**config.mk**
```make
export PLATFORM = sky130hd
export DESIGN_NAME = regfile_wb_arbiter_flat
export DESIGN_NICKNAME = d
export VERILOG_FILES = /design/src/rtl/regfile_wb_arbiter_if.sv /design/src/rtl/regfile_wb_arbiter.sv /design/src/flat_wrapper.sv
export SDC_FILE = /design/constraint.sdc
export NUM_CORES = 1
export LEC_CHECK = 0
export CAP_MARGIN = 5
export CORE_MARGIN = 1.5
export CORE_UTILIZATION = 45
export DETAILED_ROUTE_END_ITERATION = 12
export PLACE_DENSITY = 0.73
export SYNTH_ARGS = -nofsm -noshare
export SYNTH_HDL_FRONTEND = slang
export SYNTH_SLANG_ARGS = --single-unit
```
**constraint.sdc**
```tcl
create_clock -name clk -period 7.9 [get_ports clk]
set_clock_uncertainty 0.2 [all_clocks]
set_input_delay 1.185 -clock clk [delete_from_list [all_inputs] [get_ports clk]]
set_output_delay 1.185 -clock clk [all_outputs]
set_load 0.01 [all_outputs]
```
**src/rtl/regfile_wb_arbiter_if.sv**
```systemverilog
// Writeback bus between the ALU, the load-response path, decode and the register file.
// The master modport is the environment side; the slave modport is the arbiter.
interface regfile_wb_arbiter_if #(
    parameter int ADDRESS_WIDTH = 5,
    parameter int DATA_WIDTH    = 32
);
    localparam int NREG = 2 ** ADDRESS_WIDTH;

    logic                     alu_valid;
    logic                     alu_ready;
    logic [ADDRESS_WIDTH-1:0] alu_rd;
    logic [DATA_WIDTH-1:0]    alu_data;

    logic                     mem_valid;
    logic                     mem_ready;
    logic [ADDRESS_WIDTH-1:0] mem_rd;
    logic [DATA_WIDTH-1:0]    mem_data;

    logic                     issue_valid;
    logic [ADDRESS_WIDTH-1:0] issue_rd;
    logic [NREG-1:0]          busy;

    logic                     rf_we;
    logic [ADDRESS_WIDTH-1:0] rf_ad;
    logic [DATA_WIDTH-1:0]    rf_wd;

    modport master (
        output alu_valid, alu_rd, alu_data,
        output mem_valid, mem_rd, mem_data,
        output issue_valid, issue_rd,
        input  alu_ready, mem_ready, busy, rf_we, rf_ad, rf_wd
    );

    modport slave (
        input  alu_valid, alu_rd, alu_data,
        input  mem_valid, mem_rd, mem_data,
        input  issue_valid, issue_rd,
        output alu_ready, mem_ready, busy, rf_we, rf_ad, rf_wd
    );
endinterface

```
**src/rtl/regfile_wb_arbiter.sv**
```systemverilog
// Single-port register-file writeback arbiter: ALU results win, buffered load beats
// are drained from a small FIFO, with a starvation guard and a pending-write scoreboard.
module regfile_wb_arbiter #(
    parameter int ADDRESS_WIDTH = 5,
    parameter int DATA_WIDTH    = 32,
    parameter int FIFO_DEPTH    = 4
) (
    input logic                 clk,
    input logic                 rst,
    regfile_wb_arbiter_if.slave bus
);
    localparam int PTR_W = $clog2(FIFO_DEPTH);
    localparam int NREG  = 2 ** ADDRESS_WIDTH;

    typedef struct packed {
        logic [ADDRESS_WIDTH-1:0] rd;
        logic [DATA_WIDTH-1:0]    data;
    } beat_t;

    beat_t                    fifo_mem [FIFO_DEPTH];
    logic [PTR_W:0]           wr_ptr_q, wr_ptr_d, rd_ptr_q, rd_ptr_d;
    logic [1:0]               starv_q, starv_d;
    logic [NREG-1:0]          busy_q, busy_d;
    logic                     rf_we_q, rf_we_d;
    logic [ADDRESS_WIDTH-1:0] rf_ad_q, rf_ad_d;
    logic [DATA_WIDTH-1:0]    rf_wd_q, rf_wd_d;

    logic  fifo_empty, fifo_full, force_pop, alu_win, push, pop;
    beat_t head;

    // Extra pointer MSB distinguishes full (MSBs differ) from empty (all bits equal).
    assign fifo_empty = (wr_ptr_q == rd_ptr_q);
    assign fifo_full  = (wr_ptr_q[PTR_W] != rd_ptr_q[PTR_W]) &&
                        (wr_ptr_q[PTR_W-1:0] == rd_ptr_q[PTR_W-1:0]);
    assign head       = fifo_mem[rd_ptr_q[PTR_W-1:0]];

    assign force_pop  = (starv_q == 2'd3) && !fifo_empty;
    assign alu_win    = bus.alu_valid && !force_pop;
    assign push       = bus.mem_valid && !fifo_full;
    assign pop        = !alu_win && !fifo_empty;

    assign bus.alu_ready = rst || !force_pop;
    assign bus.mem_ready = rst || !fifo_full;
    assign bus.busy      = busy_q;
    assign bus.rf_we     = rf_we_q;
    assign bus.rf_ad     = rf_ad_q;
    assign bus.rf_wd     = rf_wd_q;

    always_comb begin
        wr_ptr_d = wr_ptr_q + (PTR_W+1)'(push);
        rd_ptr_d = rd_ptr_q + (PTR_W+1)'(pop);
        starv_d  = starv_q;
        rf_we_d  = 1'b0;
        rf_ad_d  = rf_ad_q;
        rf_wd_d  = rf_wd_q;

        // Writes to r0 still use their slot but never reach the register file.
        if (alu_win) begin
            rf_we_d = (bus.alu_rd != '0);
            rf_ad_d = bus.alu_rd;
            rf_wd_d = bus.alu_data;
        end else if (pop) begin
            rf_we_d = (head.rd != '0);
            rf_ad_d = head.rd;
            rf_wd_d = head.data;
        end

        if (pop || fifo_empty) begin
            starv_d = 2'd0;
        end else if (alu_win) begin
            starv_d = starv_q + 2'd1;
        end

        // Set after clear so a same-cycle reservation of the register being written wins.
        busy_d = busy_q;
        for (int r = 1; r < NREG; r++) begin
            if (rf_we_q && rf_ad_q == ADDRESS_WIDTH'(r)) busy_d[r] = 1'b0;
            if (bus.issue_valid && bus.issue_rd == ADDRESS_WIDTH'(r)) busy_d[r] = 1'b1;
        end
        busy_d[0] = 1'b0;
    end

    // NOTE: sequential state uses non-blocking assignments so every register samples
    // the same pre-edge values regardless of statement order.
    always_ff @(posedge clk) begin
        if (rst) begin
            wr_ptr_q <= '0;
            rd_ptr_q <= '0;
            starv_q  <= '0;
            busy_q   <= '0;
            rf_we_q  <= 1'b0;
            rf_ad_q  <= '0;
            rf_wd_q  <= '0;
        end else begin
            wr_ptr_q <= wr_ptr_d;
            rd_ptr_q <= rd_ptr_d;
            starv_q  <= starv_d;
            busy_q   <= busy_d;
            rf_we_q  <= rf_we_d;
            rf_ad_q  <= rf_ad_d;
            rf_wd_q  <= rf_wd_d;
        end
    end

    // NOTE: the storage array is deliberately not reset; the pointers alone define
    // which entries are valid, so this can map onto plain RAM/flops without reset.
    always_ff @(posedge clk) begin
        if (!rst && push) begin
            fifo_mem[wr_ptr_q[PTR_W-1:0]] <= '{rd: bus.mem_rd, data: bus.mem_data};
        end
    end
endmodule

```
**src/flat_wrapper.sv**
```systemverilog
// flat-port wrapper written by rule: the top's interface ports become plain ports
module regfile_wb_arbiter_flat 
#(
    parameter int ADDRESS_WIDTH = 5,
    parameter int DATA_WIDTH    = 32,
    parameter int FIFO_DEPTH    = 4
)
  (clk, rst, bus_alu_valid, bus_alu_rd, bus_alu_data, bus_mem_valid, bus_mem_rd, bus_mem_data, bus_issue_valid, bus_issue_rd, bus_alu_ready, bus_mem_ready, bus_busy, bus_rf_we, bus_rf_ad, bus_rf_wd);
  regfile_wb_arbiter_if #(.ADDRESS_WIDTH(ADDRESS_WIDTH), .DATA_WIDTH(DATA_WIDTH)) bus_i ();
  input logic clk;
  input logic rst;
  input wire logic [$bits(bus_i.alu_valid)-1:0] bus_alu_valid;
  input wire logic [$bits(bus_i.alu_rd)-1:0] bus_alu_rd;
  input wire logic [$bits(bus_i.alu_data)-1:0] bus_alu_data;
  input wire logic [$bits(bus_i.mem_valid)-1:0] bus_mem_valid;
  input wire logic [$bits(bus_i.mem_rd)-1:0] bus_mem_rd;
  input wire logic [$bits(bus_i.mem_data)-1:0] bus_mem_data;
  input wire logic [$bits(bus_i.issue_valid)-1:0] bus_issue_valid;
  input wire logic [$bits(bus_i.issue_rd)-1:0] bus_issue_rd;
  output wire logic [$bits(bus_i.alu_ready)-1:0] bus_alu_ready;
  output wire logic [$bits(bus_i.mem_ready)-1:0] bus_mem_ready;
  output wire logic [$bits(bus_i.busy)-1:0] bus_busy;
  output wire logic [$bits(bus_i.rf_we)-1:0] bus_rf_we;
  output wire logic [$bits(bus_i.rf_ad)-1:0] bus_rf_ad;
  output wire logic [$bits(bus_i.rf_wd)-1:0] bus_rf_wd;
  assign bus_i.alu_valid = bus_alu_valid;
  assign bus_i.alu_rd = bus_alu_rd;
  assign bus_i.alu_data = bus_alu_data;
  assign bus_i.mem_valid = bus_mem_valid;
  assign bus_i.mem_rd = bus_mem_rd;
  assign bus_i.mem_data = bus_mem_data;
  assign bus_i.issue_valid = bus_issue_valid;
  assign bus_i.issue_rd = bus_issue_rd;
  assign bus_alu_ready = bus_i.alu_ready;
  assign bus_mem_ready = bus_i.mem_ready;
  assign bus_busy = bus_i.busy;
  assign bus_rf_we = bus_i.rf_we;
  assign bus_rf_ad = bus_i.rf_ad;
  assign bus_rf_wd = bus_i.rf_wd;
  regfile_wb_arbiter #(.ADDRESS_WIDTH(ADDRESS_WIDTH), .DATA_WIDTH(DATA_WIDTH), .FIFO_DEPTH(FIFO_DEPTH)) u_core (.clk(clk), .rst(rst), .bus(bus_i));
endmodule
```
Word level (Yosys, flattened, before mapping):

Memory sizes are Yosys's and may differ from the RTL's. A register that Yosys moved wholly into a read port is not among the register bits.
Index checks and enable logic that the tools add are counted.
W data, S select, Z words.

* register bits: 78
* RAM bits: 148
* bits of input ports: 84
* output and inout bits: 72
* word-level logic and storage cells: 290
* memories: 1

* $add $sub $neg: 3
* equal/unequal tests: 66
* mux-type cells: 71
* reduce and logical (&&, ||, !) cells: 111

Memory list
* u_core.fifo_mem: depth 4, width 37, read ports 1, clocked after Yosys merged registers in 1, wr ports 1, RTL line regfile_wb_arbiter.sv:20 `beat_t fifo_mem [FIFO_DEPTH];`

Operators by type and width (count)
* $eq A5 B5 Y1 const B: 32
* $eq A5 B4 Y1 const B: 16
* $logic_and A1 B1 Y1: 68
* $mux W1: 66
* $mux W32: 2
* $reduce_bool A2 Y1: 32
* $eq A5 B3 Y1 const B: 8
* $eq A5 B2 Y1 const B: 4
* $eq A5 B1 Y1 const B: 2
* $mux W5: 2
* $reduce_bool A5 Y1: 2
* $add A3 B1 Y3: 2
* $logic_not A1 Y1: 5
* $eq A3 B3 Y1: 1
* $logic_or A1 B1 Y1: 3
* $add A2 B1 Y2 const B: 1
* $eq A2 B2 Y1: 1
* $eq A2 B2 Y1 const B: 1
* $mux W2: 1
* $reduce_or A2 Y1: 1
* $ne A1 B1 Y1: 1

Logic depth before layout (Yosys ltp):

* word-level depth: 9
* gate-level depth with buffers: 7
* depth with buffers taken out: 7

Least setup slack after synthesis:

OpenSTA, ideal clock, no wires.

* path kind: input-to-reg
* start: in rst
* end: mem u_core.fifo_mem[1][0] (netlist name) (enable)
* setup time: 0.537 ns
* arrival: 5.480 ns
* data required time: 7.163 ns
* slack: 1.683 ns
* stages: 3
* path buffers: 2
* path through: clkbuf_1 -> clkbuf_1 -> nor4b_1

* word-level cells in the longest chain between the ends: 4

Ends and longest elaborated chain
* start: declaration: RTL line flat_wrapper.sv:11 `input logic rst;`
* $logic_not A1 Y1: RTL line regfile_wb_arbiter.sv:108 `if (!rst && push) begin`
* $logic_and A1 B1 Y1: RTL line regfile_wb_arbiter.sv:108
* $mux W1: RTL line regfile_wb_arbiter.sv:108
* $mux W1 (implied by the code): RTL line regfile_wb_arbiter.sv:109 `fifo_mem[wr_ptr_q[PTR_W-1:0]] <= '{rd: bus.mem_rd, data: bus.mem_data};`
* end: declaration: RTL line regfile_wb_arbiter.sv:20

No other way between the ends.

Worst setup path in the final report:

* start: reg u_core.rd_ptr_q[1]
* end: out bus_alu_ready

* word-level cells in the longest chain between the ends: 5

Ends and longest elaborated chain
* start: declaration: RTL line regfile_wb_arbiter.sv:21 `logic [PTR_W:0] wr_ptr_q, wr_ptr_d, rd_ptr_q, rd_ptr_d;`
* start signal: assignment: RTL line regfile_wb_arbiter.sv:96 `rd_ptr_q <= rd_ptr_d;`
* $eq A3 B3 Y1: RTL line regfile_wb_arbiter.sv:32 `assign fifo_empty = (wr_ptr_q == rd_ptr_q);`
* $logic_not A1 Y1: RTL line regfile_wb_arbiter.sv:37 `assign force_pop = (starv_q == 2'd3) && !fifo_empty;`
* $logic_and A1 B1 Y1: RTL line regfile_wb_arbiter.sv:37
* $logic_not A1 Y1: RTL line regfile_wb_arbiter.sv:42 `assign bus.alu_ready = rst || !force_pop;`
* $logic_or A1 B1 Y1: RTL line regfile_wb_arbiter.sv:42
* end: declaration: RTL line flat_wrapper.sv:20 `output wire logic [$bits(bus_i.alu_ready)-1:0] bus_alu_ready;`

No other way between the ends.

==> results.py <==
metrics = {
    "clock_network": {
        "cts_tree": "built",
        "cts_setup_buffers": 0,
        "cts_max_path_buffers": 3,
        "clock-sinks": 225,
        "clock-root-buffer": "clkbuf_16",
        "cts.clk_slew.worst_paths_ns": 0.06,
        "cts_hold_buf": 0,
        "clkLatencyLatePin_ns": 0.52,
        "htreeDepth": 1,
        "cts_made_buffers": 23,
        "cts_resized": 0,
    },
    "floorplan": {
        "initial_core_util": 0.461,
        "coreArea_mm2": 0.0195,
        "die_area_mm2": 0.0209,
        "fp.dieH_um": 144,
        "num_io_pins": 156,
        "dieWidth_um": 144,
        "num_rows": 51,
    },
    "pwr": {
        "pwr_density_cell_mw_per_mm2": 258,
        "combPwrFrac": 0.177,
        "p_sw_w": 0.000732,
        "power.leakage_nw": 3.89,
        "pwr-share-clk": 0.365,
        "power_frac_seq": 0.458,
        "irDropWorstVdd_mv": 0.180,
        "intPower_w": 0.00225,
        "switching_share": 0.245,
        "power.total_w": 0.00299,
    },
    "setup_path": {
        "start_kind": "flip-flop",
        "cp_slowest_stage_delay_ns": 1.04,
        "cp.depth": 5,
        "cp_top_family": "flip-flops",
        "crit_path_end_kind": "output port",
        "worstPathMaxFanout": 40,
        "cp_num_buf_inv": 2,
        "slowest_stage": "dfxtp_2",
        "required_ns": 6.51,
        "crit_chain": "xnor2_1 > a31oi_4 > buf_4 > nand2b_1 > clkdlybuf4s50_1",
        "reg2reg_depth": 4,
        "critical_path_class": "reg2out",
        "cp.arrival_ns": 3.10,
    },
    "drt": {
        "firstDrtPassIters": 5,
        "antenna_left": 0,
        "wl_met1_um": 8260,
        "met3_length_um": 1270,
        "drt_iter0_drc": 388,
        "avgViaCountPerCell": 5.59,
        "wl_per_cell_um": 20.2,
        "met2_length_um": 11200,
        "vias": 5898,
        "drc": 0,
        "totalWireLength_um": 21300,
        "top_layer_used": "met4",
    },
    "grt": {
        "grt_pass1_vias": 6152,
        "grt_use_total": 0.208,
        "grt_pass1_wl_um": 33100,
        "grt-ovfl-total": 0,
        "antenna_found_initial": 0,
        "grt_max_degree": 66,
    },
    "final_layout": {
        "drive_above_1_share": 0.171,
        "n_antenna_cell": 0,
        "final_nets": 862,
        "final_util": 0.593,
        "fin_cells": 1055,
        "fillers": 1527,
        "syn_to_final_growth_pct": 28.7,
    },
    "placement": {
        "dp_hpwl_um": 14000,
        "gp_congestion": 0.866,
        "port_buffers": 154,
        "dp_cells": 1012,
    },
    "yosys": {
        "synth_cell_types": 41,
        "postSynth.asyncResetShare": 0,
        "seq_area_frac_synth": 0.665,
        "netlist_area_mm2": 0.00900,
        "synth_edf_count": 148,
        "synthFlopType": "edfxtp_1",
        "synth_nets": 711,
        "yosysWarnings": 0,
        "synth_seq_cells": 225,
        "synth_area_per_cell_um2": 14.5,
        "synth_cells": 622,
    },
    "sta": {
        "fin_crit_ns": 4.49,
        "fin_tns_setup_ns": 0,
        "max_slew_margin": 0.160,
        "finalSetupViolations": 0,
        "slew_violations": 0,
        "hold_viol_final": 0,
        "layout_worst_path_cycle_share": 0.568,
        "grt_setup_unrepaired": "false",
        "worst_hold_slack_ns": 0.236,
        "fmax_ghz": 0.223,
        "tightestPinTransition_ns": 1.26,
    },
    "job": {
        "maxCapViolations": 0,
    },
    "min_path": {
        "min_path_type": "reg2reg",
        "hold_path_depth": 1,
    },
    "status": {
        "status": "finished, final reports clean",
    },
}
-- power groups by stage --
stage	registers (W)	logic [W]	clock network, W
2_1_floorplan	0.00139	0.000330	0
3_3_place_gp	0.00139	0.000508	0
3_5_place_dp	0.00139	0.000526	0
4_1_cts	0.00137	0.000528	0.00111
5_1_grt	0.00138	0.000570	0.00115
6_report	0.00137	0.000529	0.00109
-- sequential cells by signal (all words and copies together) (netlist names) --
| name | count |
|---|---|
| u_core.fifo_mem | 148 |
| u_core.bus.rf_wd | 32 |
| u_core.bus.busy | 31 |
| u_core.bus.rf_ad | 5 |
| u_core.rd_ptr_q | 3 |
| u_core.wr_ptr_q | 3 |
| u_core.starv_q | 2 |
| u_core.bus.rf_we | 1 |
-- synthesized netlist by cell type, types with 2 or more instances --
library cell	number	area share
nand4b_1	2	0.0019
mux4_2	36	0.090
buf_4	2	0.0017
mux2_2	21	0.026
a21oi_1	53	0.029
nor4_1	2	0.0014
edfxtp_1	148	0.49
xor2_1	3	0.0029
nor4b_1	3	0.0029
dfxtp_1	77	0.17
a311oi_1	16	0.016
inv_1	24	0.010
clkbuf_1	23	0.0096
nand4_1	2	0.0014
nor2_1	28	0.012
o21ai_0	47	0.026
xnor2_1	5	0.0049
buf_6	4	0.0050
buf_2	8	0.0045
nand2b_1	9	0.0063
nor3_1	3	0.0017
nand2_1	37	0.015
or2_2	2	0.0014
nand3_1	19	0.011
or4_1	2	0.0017
o221a_2	21	0.026
ha_1	5	0.0070
nor2b_1	7	0.0049
-- layout by cell type (no fill, tap or decap), drive strengths merged --
cell             n
a311oi          16
xor2             3
clkbuf          33
a21oi           53
nor3             3
clkinv           6
edfxtp         148
nand3           19
nor2            29
bufinv           2
mux2            21
xnor2            5
nand2b           9
nand2           37
o21ai           47
nor4             2
nor4bb           1
ha               5
nor4b            3
conb             1
o221a           21
nand4b           2
or4              3
o31ai            2
dfxtp           77
inv             25
clkdlybuf4s50  153
o32ai            1
nand4            2
nor2b            7
and2             1
nand3b           1
mux4            37
a31oi            1
or2              2
a211o            1
buf             11
-- metrics by stage --
stage	area, um2	setup WS (ns)
floorplan	9000	1.68
finish	11600	3.41
global placement	10800	3.60
global route	11600	3.23
CTS	11600	3.38
detailed placement	10800	3.57
-- worst paths after layout --
path,from,endpoint,slack [ns]
worst min-delay path,u_core.starv_q[0],u_core.starv_q[0],0.24
worst max-delay path,u_core.rd_ptr_q[1],bus_alu_ready,3.41
worst min register to register,u_core.starv_q[0],u_core.starv_q[0],0.24
worst max register to register,u_core.rd_ptr_q[1],u_core.bus.rf_ad[3],4.14
-- layer usage --
layer  global-route usage  up-vias
li1                     -     2706
met1                0.257     2927
met2                0.375      227
met3               0.0285       38
met4               0.0696        0
met5                    0        -
-- cells by family (layout without fill, tap and decap cells) --
logic type | after synthesis | in the layout | share of synthesized area
flip-flops | 225 | 225 | 0.665
AO/OA/AOI/OAI | 142 | 142 | 0.103
AND/OR/NAND/NOR | 121 | 121 | 0.0658
buffers and inverters | 62 | 230 | 0.0311
multiplexers | 58 | 58 | 0.119
XOR/XNOR | 8 | 8 | 0.00779
adder cells (fa/ha/maj) | 5 | 5 | 0.00695
other | 1 | 1 | 0.000417
-- cell type report --
cell class                 count  area [um2]  area share
clock buffer                  33         663      0.0573
timing repair buffer         164        1620       0.140
clock inverter                 9         110     0.00951
inverter                      24        90.1     0.00778
sequential                   225        5990       0.517
multi-input combinational    335        2780       0.240
tap                          265         332      0.0286
No activity file was read; power rests on OpenSTA's default activity.
